==> config.mk <==
export PLATFORM = sky130hd
export DESIGN_NAME = blink_ctrl
export DESIGN_NICKNAME = d
export VERILOG_FILES = /design/src/rtl/blink_ctrl.sv
export SDC_FILE = /design/constraint.sdc
export NUM_CORES = 1
export LEC_CHECK = 0
export CORE_MARGIN = 1.5
export CORE_UTILIZATION = 50
export DETAILED_ROUTE_END_ITERATION = 8
export GPL_TIMING_DRIVEN = 0
export HOLD_SLACK_MARGIN = 0.15
export PLACE_DENSITY = 0.65
export SYNTH_ARGS = -nofsm -noshare
export SYNTH_HDL_FRONTEND = slang
export SYNTH_SLANG_ARGS = --single-unit
==> constraint.sdc <==
create_clock -name CLK -period 2.8 [get_ports CLK]
set_input_delay 0.56 -clock CLK [delete_from_list [all_inputs] [get_ports CLK]]
set_output_delay 0.56 -clock CLK [all_outputs]
set_load 0.03 [all_outputs]
==> src/rtl/blink_ctrl.sv <==
// blink_ctrl: status LED mode controller and blink scheduler.
// Produces a single-cycle TICK enable from a prescaler, debounces MODEBTN,
// steps a 4-state mode FSM on each accepted press and drives LED1 with the
// blink pattern for the current mode.
// Optional build macro: BLINK_CTRL_AUTO_EN adds an inactivity counter that
// advances the mode after AUTO_TICKS ticks without a press.
module blink_ctrl #(
    parameter int SYS_CLK         = 100000000,
    parameter int TICK_HZ         = 8,
    parameter int DEBOUNCE_CYCLES = 2000000,
    parameter int AUTO_TICKS      = 80
) (
    input  logic       CLK,
    input  logic       RESETBTN,
    input  logic       MODEBTN,
    output logic       LED1,
    output logic [1:0] MODE,
    output logic       TICK
);

    localparam int DIV = SYS_CLK / TICK_HZ;
    localparam int PW  = $clog2(DIV);
    localparam int DW  = (DEBOUNCE_CYCLES > 1) ? $clog2(DEBOUNCE_CYCLES) : 1;

    localparam logic [PW-1:0] P_LAST  = PW'(DIV - 1);
    localparam logic [DW-1:0] DB_LAST = DW'(DEBOUNCE_CYCLES - 1);

    typedef enum logic [1:0] {
        M_OFF   = 2'b00,
        M_SLOW  = 2'b01,
        M_FAST  = 2'b10,
        M_PULSE = 2'b11
    } mode_t;

    // Reject parameter sets that make the prescaler or debounce meaningless.
    generate
        if (DIV < 2) begin : g_bad_div
            $error("blink_ctrl: SYS_CLK/TICK_HZ must be >= 2");
        end
        if (DEBOUNCE_CYCLES < 1) begin : g_bad_db
            $error("blink_ctrl: DEBOUNCE_CYCLES must be >= 1");
        end
        if (AUTO_TICKS < 1) begin : g_bad_auto
            $error("blink_ctrl: AUTO_TICKS must be >= 1");
        end
    endgenerate

    logic          sync1;
    logic          btn_s;
    logic          btn_d;
    logic [DW-1:0] dcnt;
    logic          press;

    mode_t         mode;
    logic [PW-1:0] pcnt;
    logic [2:0]    phase;
    logic          wrap;
    logic          advance;
    logic          led_next;

    // Two-flop synchronizer, debounce counter and registered press pulse.
    always_ff @(posedge CLK or posedge RESETBTN) begin
        if (RESETBTN) begin
            sync1 <= 1'b0;
            btn_s <= 1'b0;
            btn_d <= 1'b0;
            dcnt  <= '0;
            press <= 1'b0;
        end else begin
            sync1 <= MODEBTN;
            btn_s <= sync1;
            press <= 1'b0;
            if (btn_s == btn_d) begin
                dcnt <= '0;
            end else if (dcnt == DB_LAST) begin
                btn_d <= btn_s;
                dcnt  <= '0;
                press <= btn_s;
            end else begin
                dcnt <= dcnt + 1'b1;
            end
        end
    end

    assign wrap = (pcnt == P_LAST);

`ifdef BLINK_CTRL_AUTO_EN
    localparam int IW = (AUTO_TICKS > 1) ? $clog2(AUTO_TICKS) : 1;
    localparam logic [IW-1:0] I_LAST = IW'(AUTO_TICKS - 1);

    logic [IW-1:0] icnt;
    logic          auto_fire;

    assign auto_fire = wrap && (icnt == I_LAST);
    assign advance   = press | auto_fire;

    // Inactivity counter: counts ticks since the last mode advance.
    always_ff @(posedge CLK or posedge RESETBTN) begin
        if (RESETBTN) begin
            icnt <= '0;
        end else if (press || auto_fire) begin
            icnt <= '0;
        end else if (wrap) begin
            icnt <= icnt + 1'b1;
        end
    end
`else
    assign advance = press;
`endif

    // Blink pattern for the current mode and phase.
    always_comb begin
        led_next = 1'b0;
        case (mode)
            M_OFF:   led_next = 1'b0;
            M_SLOW:  led_next = phase[2];
            M_FAST:  led_next = phase[0];
            M_PULSE: led_next = (phase == 3'd0);
            default: led_next = 1'b0;
        endcase
    end

    // Mode FSM with prescaler, phase and registered TICK/LED1; an advance
    // overrides a coincident wrap so each mode starts at phase 0.
    always_ff @(posedge CLK or posedge RESETBTN) begin
        if (RESETBTN) begin
            mode  <= M_SLOW;
            pcnt  <= '0;
            phase <= 3'd0;
            TICK  <= 1'b0;
            LED1  <= 1'b0;
        end else begin
            LED1 <= led_next;
            if (advance) begin
                case (mode)
                    M_OFF:   mode <= M_SLOW;
                    M_SLOW:  mode <= M_FAST;
                    M_FAST:  mode <= M_PULSE;
                    M_PULSE: mode <= M_OFF;
                    default: mode <= M_SLOW;
                endcase
                pcnt  <= '0;
                phase <= 3'd0;
                TICK  <= 1'b0;
            end else begin
                TICK <= wrap;
                if (wrap) begin
                    pcnt  <= '0;
                    phase <= phase + 3'd1;
                end else begin
                    pcnt <= pcnt + 1'b1;
                end
            end
        end
    end

    assign MODE = mode;

endmodule

[After elaboration in Yosys (flattened, before gate mapping)]
Cells that the tools add are included.
Word-level totals
  register bits after elaboration: 56
  input bits: 3
  output and inout bits: 4
  logic and storage cells: 35
Cells by class
  add/sub/neg operators: 3
  eq/ne operators: 6
  mux-type cells: 11
  bitwise gates (word level): 1
  reductions and logical operators: 4
Operators with widths (count)
  $mux W24: 2
  $mux W21: 2
  $add A24 B1 Y24 const B: 1
  $eq A24 B24 Y1 const B: 1
  $add A21 B1 Y21 const B: 1
  $eq A21 B21 Y1 const B: 1
  $pmux W2 S4: 1
  $mux W3: 2
  $eq A2 B2 Y1 const B: 2
  $pmux W1 S4: 1
  $add A3 B1 Y3 const B: 1
  $logic_not A3 Y1: 1
  $mux W1: 3
  $eq A2 B1 Y1 const B: 1
  $logic_not A2 Y1: 1
  $reduce_and A2 Y1: 1
  $reduce_bool A2 Y1: 1
  $eq A1 B1 Y1: 1
  $not A1 Y1: 1

[Logic depth before layout (Yosys ltp)]
Gate-level depths: netlist of run 1.
  word-level depth: 3
  gate-level depth with buffers: 7

[Worst setup path after synthesis of run 1]
OpenSTA, ideal clock, no wires.
  kind: reg2reg
  start point: register dcnt[11]
  end point: register btn_d
  arrival time: 1.866 ns
  data required time: 2.673 ns
  slack: 0.806 ns
  cell stages (with the launch flop): 5
  path buffers: 0
  clock period less this slack: 1.994 ns
  cell sequence: dfrtp_1 or4_1 or4_4 nor2_2 mux2_1
On the way
  word-level cells in the longest chain between the ends: 2
RTL lines
  start: declaration: RTL line 51  | logic [DW-1:0] dcnt;
  start signal: assignment: RTL line 80  | dcnt <= dcnt + 1'b1;
  $eq A21 B21 Y1: RTL line 75  | end else if (dcnt == DB_LAST) begin
  $reduce_and A2 Y1 (no source line)
  end signal: assignment: RTL line 76  | btn_d <= btn_s;
  end: declaration: RTL line 50  | logic btn_d;
Every way passes these cells.
A chain may end at the register's enable or synchronous reset.

[Worst setup path after layout of run 1]
  start point: register pcnt[0]
  end point: register pcnt[12]
On the way
  word-level cells in the longest chain between the ends: 3
  elaborated cells on any way between the ends: 4
  classes of those cells: add/sub (1); eq/ne (1); mux (2)
RTL lines
  start: declaration: RTL line 55  | logic [PW-1:0] pcnt;
  start signal: assignment: RTL line 151  | pcnt <= pcnt + 1'b1;
  $add A24 B1 Y24 / $eq A24 B24 Y1 (equally long branches): RTL line 151, 85
  $mux W24 *: RTL line 147  | if (wrap) begin
  $mux W24 *: RTL line 134  | if (advance) begin
Every way passes the cells marked *; elsewhere a longest branch is shown, timed or not.

==> impl_metrics.ini, run 1 <==
[floorplan]
floorplan.rows = 27
io_pins = 7
dieArea_um2 = 6190
die_h_um = 78.7
core_area_um2 = 5510
fp.dieW_um = 78.7
start_util_pct = 52.0

[sta]
finalSetupViolCount = 0
fin_crit_ps = 2260
fin_crit_sh_pct = 80.8
fmax_mhz = 442
rsz0062_at_grt = false
maxSlewHeadroom_pct = 61.5
finalHoldViolCount = 0
tightest_slew_ps = 572
slew_viol_final = 0
skew_ps = 7.60

[clock_tree]
cts_max_path_buffers = 2
post-cts-setup-buffers = 0
clkSinkCount = 56
insertion_delay_ps = 320
cts_resized = 0
cts.clk_slew.worst_paths_ps = 100
cts_buffers = 5
cts_tree = built
clock-root-buffer = clkbuf_8
htreeDepth = 2
ctsHoldBuffers = 0

[min_path]
min_from = sync1
min_to = btn_s
min_path_cells = 0
min-delay-path-class = reg -> reg

[worst_setup_path]
worstPathArrival_ps = 2480
path_buf_inv = 2
rr_startpoint = pcnt[0]
crit_chain = ha_1 -> nand4_1 -> or3_1 -> clkbuf_1 -> o21bai_2 -> buf_4 -> nor2_1
critPathMaxStageDelay_ps = 440
r2r_cells = 7
end_kind = register
crit_slowest_cell = o21bai_2
path_max_fanout = 10
critPathKind = reg -> reg
r2r_end = pcnt[12]
required_ps = 3020
r2r_setup_slack_ps = 540
cp_top_family = simple AND/OR/NAND/NOR gates
start_kind = register

[global_routing]
grt_pass1_wl_um = 9430
grt-ovfl-total = 0
grt_max_degree = 36
grt_pass1_vias = 2034
grt_use_total_pct = 19.5
antenna_found_initial = 0

[pwr]
power_leakage_uw = 0.00127
ir_worst_vdd_v = 0.000217
power.density_nw_per_um2 = 419
power.total_uw = 1310

[routing]
drtAntennaViolNets = 0
via_per_inst = 5.64
drc = 0
dr.pass1.iters = 4
drtIter0Drc = 135
post_drt_wl_per_cell_um = 13.9
routed_wl_um = 5260
vias = 2133

[synth]
ys_ff_latch = 56
synth_most_common_cell = dfrtp_1
synthesis.instances = 291
syn_area_um2 = 2860
synth_edf_count = 0
synth_top_area_cell = dfrtp_1
synthTopCellsByCount = dfrtp_1 (55), nor2_1 (38), nand4_1 (16), inv_1 (15)
ys_async_sr_fraction_pct = 100
synth_top_flop_cell = dfrtp_1
syn-num-nets = 302
synthTopCellsByArea = dfrtp_1 (48%), nor2_1 (5.0%), xnor2_1 (4.0%)
yosysSeqAreaShare_pct = 49.0
yosys_warnings = 0
synth_area_per_cell_um2 = 9.84
synth.distinct_cells = 42
synth_top_area_share_pct = 48.1

[outcome]
status = complete, no violations

[placed_design]
io_buffer_count = 6
hpwl_um = 3620
routabilityCongestion = 0.828

[finish]
nets = 316
finish.utilization_pct = 56.7
layout-drive-gt1-share_pct = 7.19
area_delta_synth_final_pct = 9.04
antenna_cells = 0

[flow_run]
drv_cap = 0
worst register-to-register path, cell delays in order, from the launching register on:
cell      delay, ps
dfrtp_1         410
ha_1            240
nand4_1         190
or3_1           380
clkbuf_1        170
o21bai_2        440
buf_4           270
nor2_1           60
cell type report:
cell class	instances	area [µm²]
tap	72	90.1
clock buffer	6	72.6
sequential	56	1400
timing repair buffer	7	80.1
multi-input combinational	210	1350
fill	502	2380
buffer	10	57.6
clock inverter	2	16.3
inverter	15	56.3
per-stage QoR:
| step | instances | hold WS [ps] | worst slack (ps) | TNS, ps | instance area (µm²) |
|---|---|---|---|---|---|
| floorplan | 291 | 331 | 806 | 0 | 2860 |
| global placement | 369 | 335 | -222 | -12000 | 3010 |
| detailed placement | 370 | 335 | 564 | 0 | 3030 |
| CTS | 378 | 360 | 546 | 0 | 3120 |
| global route | 378 | 364 | 343 | 0 | 3120 |
| finish | 378 | 358 | 539 | 0 | 3120 |
how the worst max path moves through the flow:
stage                  start  endpoint  slack (ps)  cells after the start
floorplan           dcnt[11]     btn_d         810                      4
global placement    RESETBTN   dcnt[0]        -220                      2
detailed placement   pcnt[0]  pcnt[12]         560                      7
CTS                  pcnt[0]  pcnt[12]         550                      7
global route         pcnt[0]  pcnt[14]         340                      7
finish               pcnt[0]  pcnt[12]         540                      7
sequential cells by signal, summed over array words and instances (netlist names):
register  count
LED1          1
TICK          1
sync1         1
btn_d         1
btn_s         1
advance       1
pcnt         24
phase         3
MODE          2
dcnt         21
power by group:
group / switching (µW) / internal [µW]
Combinational: 25.4 / 12.3
Sequential: 4.26 / 813
Clock: 275 / 179
Total: 305 / 1000
cell families after synthesis:
family | Yosys count | share of synthesized area, %
adders and majority gates | 8 | 3.50
xor gates and xnor gates | 26 | 7.95
DFF | 56 | 49.0
muxes | 2 | 0.743
buffers and inverters | 25 | 3.98
and+or+nand+nor | 134 | 26.3
AOI/OAI and AO/OA | 40 | 8.61
layout by cell type (no fill, tap or decap), types with 2 or more instances in the layout:
cell	n
dfrtp_1	55
nor2_1	38
nand4_1	16
a21oi_1	14
inv_1	14
nand3_1	14
xor2_1	13
xnor2_1	13
o21ai_0	11
or3_1	10
nand2_1	10
o31ai_1	9
or4_1	9
ha_1	8
clkbuf_1	7
nor4_1	6
and4_1	6
clkdlybuf4s50_1	6
nor3_1	5
clkbuf_8	5
nand2b_1	4
and3_1	3
or3b_2	2
buf_6	2
o41ai_1	2
or4b_1	2
routing by layer:
metal / track usage, % / share of wire [%] / up-vias
met5: 0 / 0 / -
met4: 6.43 / 1.3 / 0
met3: 3.84 / 2.6 / 6
met2: 27.4 / 42 / 27
met1: 29.8 / 54 / 1029
li1: - / - / 1071
Note: power is estimated with default switching activity, not from simulation.
==> inputs of run 2 (changes only) <==
--- a/config.mk
+++ b/config.mk
@@ -10,7 +10,7 @@
 export DETAILED_ROUTE_END_ITERATION = 8
 export GPL_TIMING_DRIVEN = 0
 export HOLD_SLACK_MARGIN = 0.15
-export PLACE_DENSITY = 0.65
+export PLACE_DENSITY = 0.67
 export SYNTH_ARGS = -nofsm -noshare
 export SYNTH_HDL_FRONTEND = slang
 export SYNTH_SLANG_ARGS = --single-unit
==> constraint.sdc (replaced) <==
create_clock -name CLK -period 1.8 [get_ports CLK]
set_input_delay 0.36 -clock CLK [delete_from_list [all_inputs] [get_ports CLK]]
set_output_delay 0.36 -clock CLK [all_outputs]
set_load 0.03 [all_outputs]
==> run 2 against run 1 <==
  * The flow now finishes with violations (negative setup slack)
  * Critical path depth fell by 3
  * Sequential power increased by 55%
  * Highest routed layer unchanged
  * Routed wire length is 30% higher
  * Sequential share of layout area fell by 6.7 points
  * Critical path type unchanged
  * Clock skew is 0.63 ps lower
  * Largest power group unchanged
==> impl_metrics.ini, run 2 (synthesis gave the netlist of run 1 again) <==
[floorplan]
start_util_pct = 52.0
dieArea_um2 = 6190
core_area_um2 = 5510
fp.dieW_um = 78.7
io_pins = 7
floorplan.rows = 27
die_h_um = 78.7

[clock_tree]
clock-root-buffer = clkbuf_8
cts.clk_slew.worst_paths_ps = 100
cts_max_path_buffers = 2
insertion_delay_ps = 310
clkSinkCount = 56
cts_tree = built
htreeDepth = 2
cts_buffers = 5

[routing]
drtIter0Drc = 137
dr_wl_met2_um = 3410
highest_layer = met4
routed_wl_um = 6830
vias = 2348
dr.pass1.iters = 6
drtAntennaViolNets = 0
drt-met1-wl_um = 3120
wl_met3_um = 193
drc = 0
post_drt_wl_per_cell_um = 16.8
via_per_inst = 5.77

[min_path]
min_path_cells = 0
min_to = btn_s
min_from = sync1
min-delay-path-class = reg -> reg

[worst_setup_path]
start_kind = register
r2r_cells = 4
path_max_fanout = 2
worstPathArrival_ps = 2200
required_ps = 2010
critPathKind = reg -> reg
r2r_end = btn_d
rr_startpoint = dcnt[7]
r2r_setup_slack_ps = -190
end_kind = register

[sta]
maxSlewHeadroom_pct = 63.5
tightest_slew_ps = 547
finalSetupViolCount = 45
setup_slack_ps = -191
fin_crit_sh_pct = 111
finalHoldViolCount = 0
slew_viol_final = 0
skew_ps = 6.97
fin_crit_ps = 1990
fmax_mhz = 502
rsz0062_at_grt = true

[placed_design]
routabilityCongestion = 0.788
hpwl_um = 3920
dp_slack_ps = -418
dp_cells = 370
io_buffer_count = 6

[finish]
reg.largest.list = pcnt x24, dcnt x21, phase x3
nFillCells = 404
antenna_cells = 0
area_delta_synth_final_pct = 28.7
final_cell_mix = dfrtp_1 (51), nor2_1 (28), buf_4 (25)
largest_reg_flops = 24
multi_input_area_um2 = 1600
regMostFlops = pcnt
instances_no_fill = 407
layout-drive-gt1-share_pct = 29.9
final_common_cell = dfrtp_1
seqCellArea_um2 = 1410
nets = 345

[global_routing]
antenna_found_initial = 0
grt_pass1_vias = 2347
grt_use_total_pct = 22.4
grt-ovfl-total = 0
grt_max_degree = 35
grt_pass1_wl_um = 11000

[outcome]
failed_checks = negative setup slack
status = complete, but fails checks

[flow_run]
drv_cap = 0

[pwr]
power_leakage_uw = 0.00151
ir_worst_vdd_v = 0.000461
power.density_nw_per_um2 = 586
run 2: what timing repair did:
action | 4_1_cts | 5_1_grt
hold buffers | 0 | 0
gates resized for setup | 21 | 48
cloned | 1 | 0
buffers inserted | 25 | 8
setup endpoints to repair | 49 | 49
pin swaps | 18 | 23
run 2: through the flow:
step                      setup TNS, ps  hold WS (ps)  power (µW)  utilization [%]  cell area, µm²
after detailed placement         -10560           343        1360             55.8            3070
after global routing              -7260           378        2230             67.0            3690
after global placement           -63460           346        1350             55.4            3050
final                             -4430           368        2160             67.0            3690
after floorplan                   -2120           331        1330                -            2900
after CTS                         -3510           376        2180             62.7            3450
run 2: critical path: stages, from the launching register on:
cell     delay [ps]
dfrtp_1         390
or4bb_1         510
or4_4           560
nor2_4          130
mux2_4          300
run 2: cell type report:
class | instances | share of cell area (%)
buffer | 7 | 1.90
clock buffer | 6 | 1.97
clock inverter | 2 | 0.950
inverter | 15 | 1.53
multi-input combinational | 210 | 43.4
sequential | 56 | 38.2
tap | 72 | 2.44
timing repair buffer | 39 | 9.67
run 2: routing by layer:
metal	vias up	track usage [%]
li1	1126	-
met4	0	6.25
met5	-	0
met2	37	36.6
met3	11	3.60
met1	1174	30.9
run 2: worst max path at each step:
stage	start	to	slack, ps	cells after the start
after floorplan	dcnt[7]	btn_d	-160	4
after CTS	dcnt[7]	btn_d	-180	4
after global placement	RESETBTN	dcnt[16]	-990	2
final	dcnt[7]	btn_d	-190	4
after global routing	dcnt[7]	btn_d	-250	4
after detailed placement	pcnt[8]	pcnt[20]	-420	4
run 2: power by group:
group          switching (µW)  internal, µW
clock                     415           414
combinational            39.7          19.1
sequential               7.15          1260
==> inputs of run 3 (changes only) <==
--- a/config.mk
+++ b/config.mk
@@ -10,7 +10,7 @@
 export DETAILED_ROUTE_END_ITERATION = 8
 export GPL_TIMING_DRIVEN = 0
 export HOLD_SLACK_MARGIN = 0.15
-export PLACE_DENSITY = 0.67
+export PLACE_DENSITY = 0.65
 export SYNTH_ARGS = -nofsm -noshare
 export SYNTH_HDL_FRONTEND = slang
 export SYNTH_SLANG_ARGS = --single-unit
==> constraint.sdc (replaced) <==
create_clock -name CLK -period 1.9 [get_ports CLK]
set_input_delay 0.38 -clock CLK [delete_from_list [all_inputs] [get_ports CLK]]
set_output_delay 0.38 -clock CLK [all_outputs]
set_load 0.03 [all_outputs]
==> run 3 against run 2 <==
  * The flow still finishes with violations (negative setup slack)
  * Routed wire length down 20%
  * Critical path depth unchanged
  * Largest power group unchanged
  * Setup slack gained 86 ps
  * Utilization down 5.2 points
  * Critical endpoint unchanged
  * Combinational power shrank 6.5%
  * Sequential power fell by 6%
  * Via count down 5.6%
  * Sequential share of layout area is 3.2 points higher
  * Register-to-register slack improved by 90 ps
  * Fmax fell by 0.70%
  * Final area shrank 7.8%
==> impl_metrics.ini, run 3 (synthesis gave the netlist of run 1 again) <==
[clock_tree]
insertion_delay_ps = 300
clkSinkCount = 56
cts_tree = built
cts.clk_slew.worst_paths_ps = 100
clock-root-buffer = clkbuf_8
cts_buffers = 5
cts_max_path_buffers = 2
htreeDepth = 2

[finish]
regMostFlops = pcnt
final_common_cell = dfrtp_1
finish.utilization_pct = 61.7
instances_no_fill = 394
area_delta_synth_final_pct = 18.7
layout-drive-gt1-share_pct = 17.7
nets = 332
largest_reg_flops = 24
reg.largest.list = pcnt x24, dcnt x21, phase x3
antenna_cells = 0
final_cell_mix = dfrtp_1 (51), nor2_1 (38), buf_4 (22)

[sta]
finalHoldViolCount = 0
fin_crit_sh_pct = 106
tns_ps = -1060
rsz0062_at_grt = true
tightest_slew_ps = 470
maxSlewHeadroom_pct = 68.4
slew_viol_final = 0
fin_crit_ps = 2010
setup_slack_ps = -105
finalSetupViolCount = 21
fmax_mhz = 499
skew_ps = 12.0

[routing]
vias = 2217
via_per_inst = 5.63
routed_wl_um = 5470
drtAntennaViolNets = 0
drtIter0Drc = 99
post_drt_wl_per_cell_um = 13.9
dr.pass1.iters = 4
drc = 0

[placed_design]
routabilityCongestion = 0.836
io_buffer_count = 6
dp_slack_ps = -351
hpwl_um = 3510
dp_cells = 370

[floorplan]
core_area_um2 = 5510
floorplan.rows = 27
die_h_um = 78.7
start_util_pct = 52.0
dieArea_um2 = 6190
fp.dieW_um = 78.7
io_pins = 7

[worst_setup_path]
required_ps = 2100
critPathMaxStageDelay_ps = 570
r2r_cells = 4
start_kind = register
path_buf_inv = 0
crit_chain = or4bb_1 -> or4_4 -> nor2_4 -> mux2_4
path_max_fanout = 2
cp_top_family = simple AND/OR/NAND/NOR gates
end_kind = register
worstPathArrival_ps = 2200
critPathKind = reg -> reg
cp.depth = 4
crit_slowest_cell = or4_4

[pwr]
ir_worst_vdd_v = 0.000353
power_leakage_uw = 0.00139
power.density_nw_per_um2 = 636

[global_routing]
grt-ovfl-total = 0
grt_max_degree = 43
antenna_found_initial = 0
grt_pass1_vias = 2075
grt_pass1_wl_um = 9430
grt_use_total_pct = 19.2

[min_path]
min-delay-path-class = in -> async

[outcome]
status = complete, but fails checks
failed_checks = negative setup slack

[flow_run]
drv_cap = 0
run 3: cell types whose count changed in the layout (fill, tap and decap cells not counted), moves of 4 or more:
cell,delta
a21oi_1,+6
a21oi_2,-6
buf_6,-7
nor2_1,+10
nor2_2,-7
o31ai_1,+4
run 3: area by class of cell:
type,count,area (µm²)
plain buffers,5,37.5
clock buffers,6,72.6
clock inverters,2,60.1
fillers,470,2110
inverters,15,56.3
multi-input cells,210,1440
flip-flops and latches,56,1410
well taps,72,90.1
repair buffers,28,236
run 3: power by group:
group	switching, µW	internal, µW	total [µW]
clock network	377	527	904
logic	36.5	18.5	55.0
registers	6.70	1200	1200
run 3: what timing repair did:
action,in CTS,in global routing
setup endpoints to repair,48,39
pin swaps,6,8
buffers inserted,10,11
cloned,0,0
gates resized for setup,7,12
hold buffers,0,0
run 3: stage by stage:
step	cell area (µm²)	power (µW)	hold WS [ps]
after floorplan	2880	1260	331
after global placement	3030	1280	354
after detailed placement	3050	1290	355
after CTS	3270	2190	354
after global routing	3400	2240	387
final	3400	2160	345
run 3: path summary, 6_finish.rpt:
| path | slack (ps) | from | to |
|---|---|---|---|
| max | -110 | dcnt[7] | btn_d |
| min | 350 | RESETBTN | dcnt[3] |
| max reg2reg | -110 | dcnt[7] | btn_d |
| min reg2reg | 380 | sync1 | btn_s |
| max in group asynchronous | 990 | RESETBTN | MODE[0] |
| min in group CLK | 380 | sync1 | btn_s |
run 3: per-layer routing:
| metal | global-route usage, % | share of wire (%) |
|---|---|---|
| met3 | 3.84 | 2.3 |
| met1 | 27.2 | 52 |
| met5 | 0 | 0 |
| met2 | 30.2 | 45 |
| met4 | 4.46 | 0.57 |
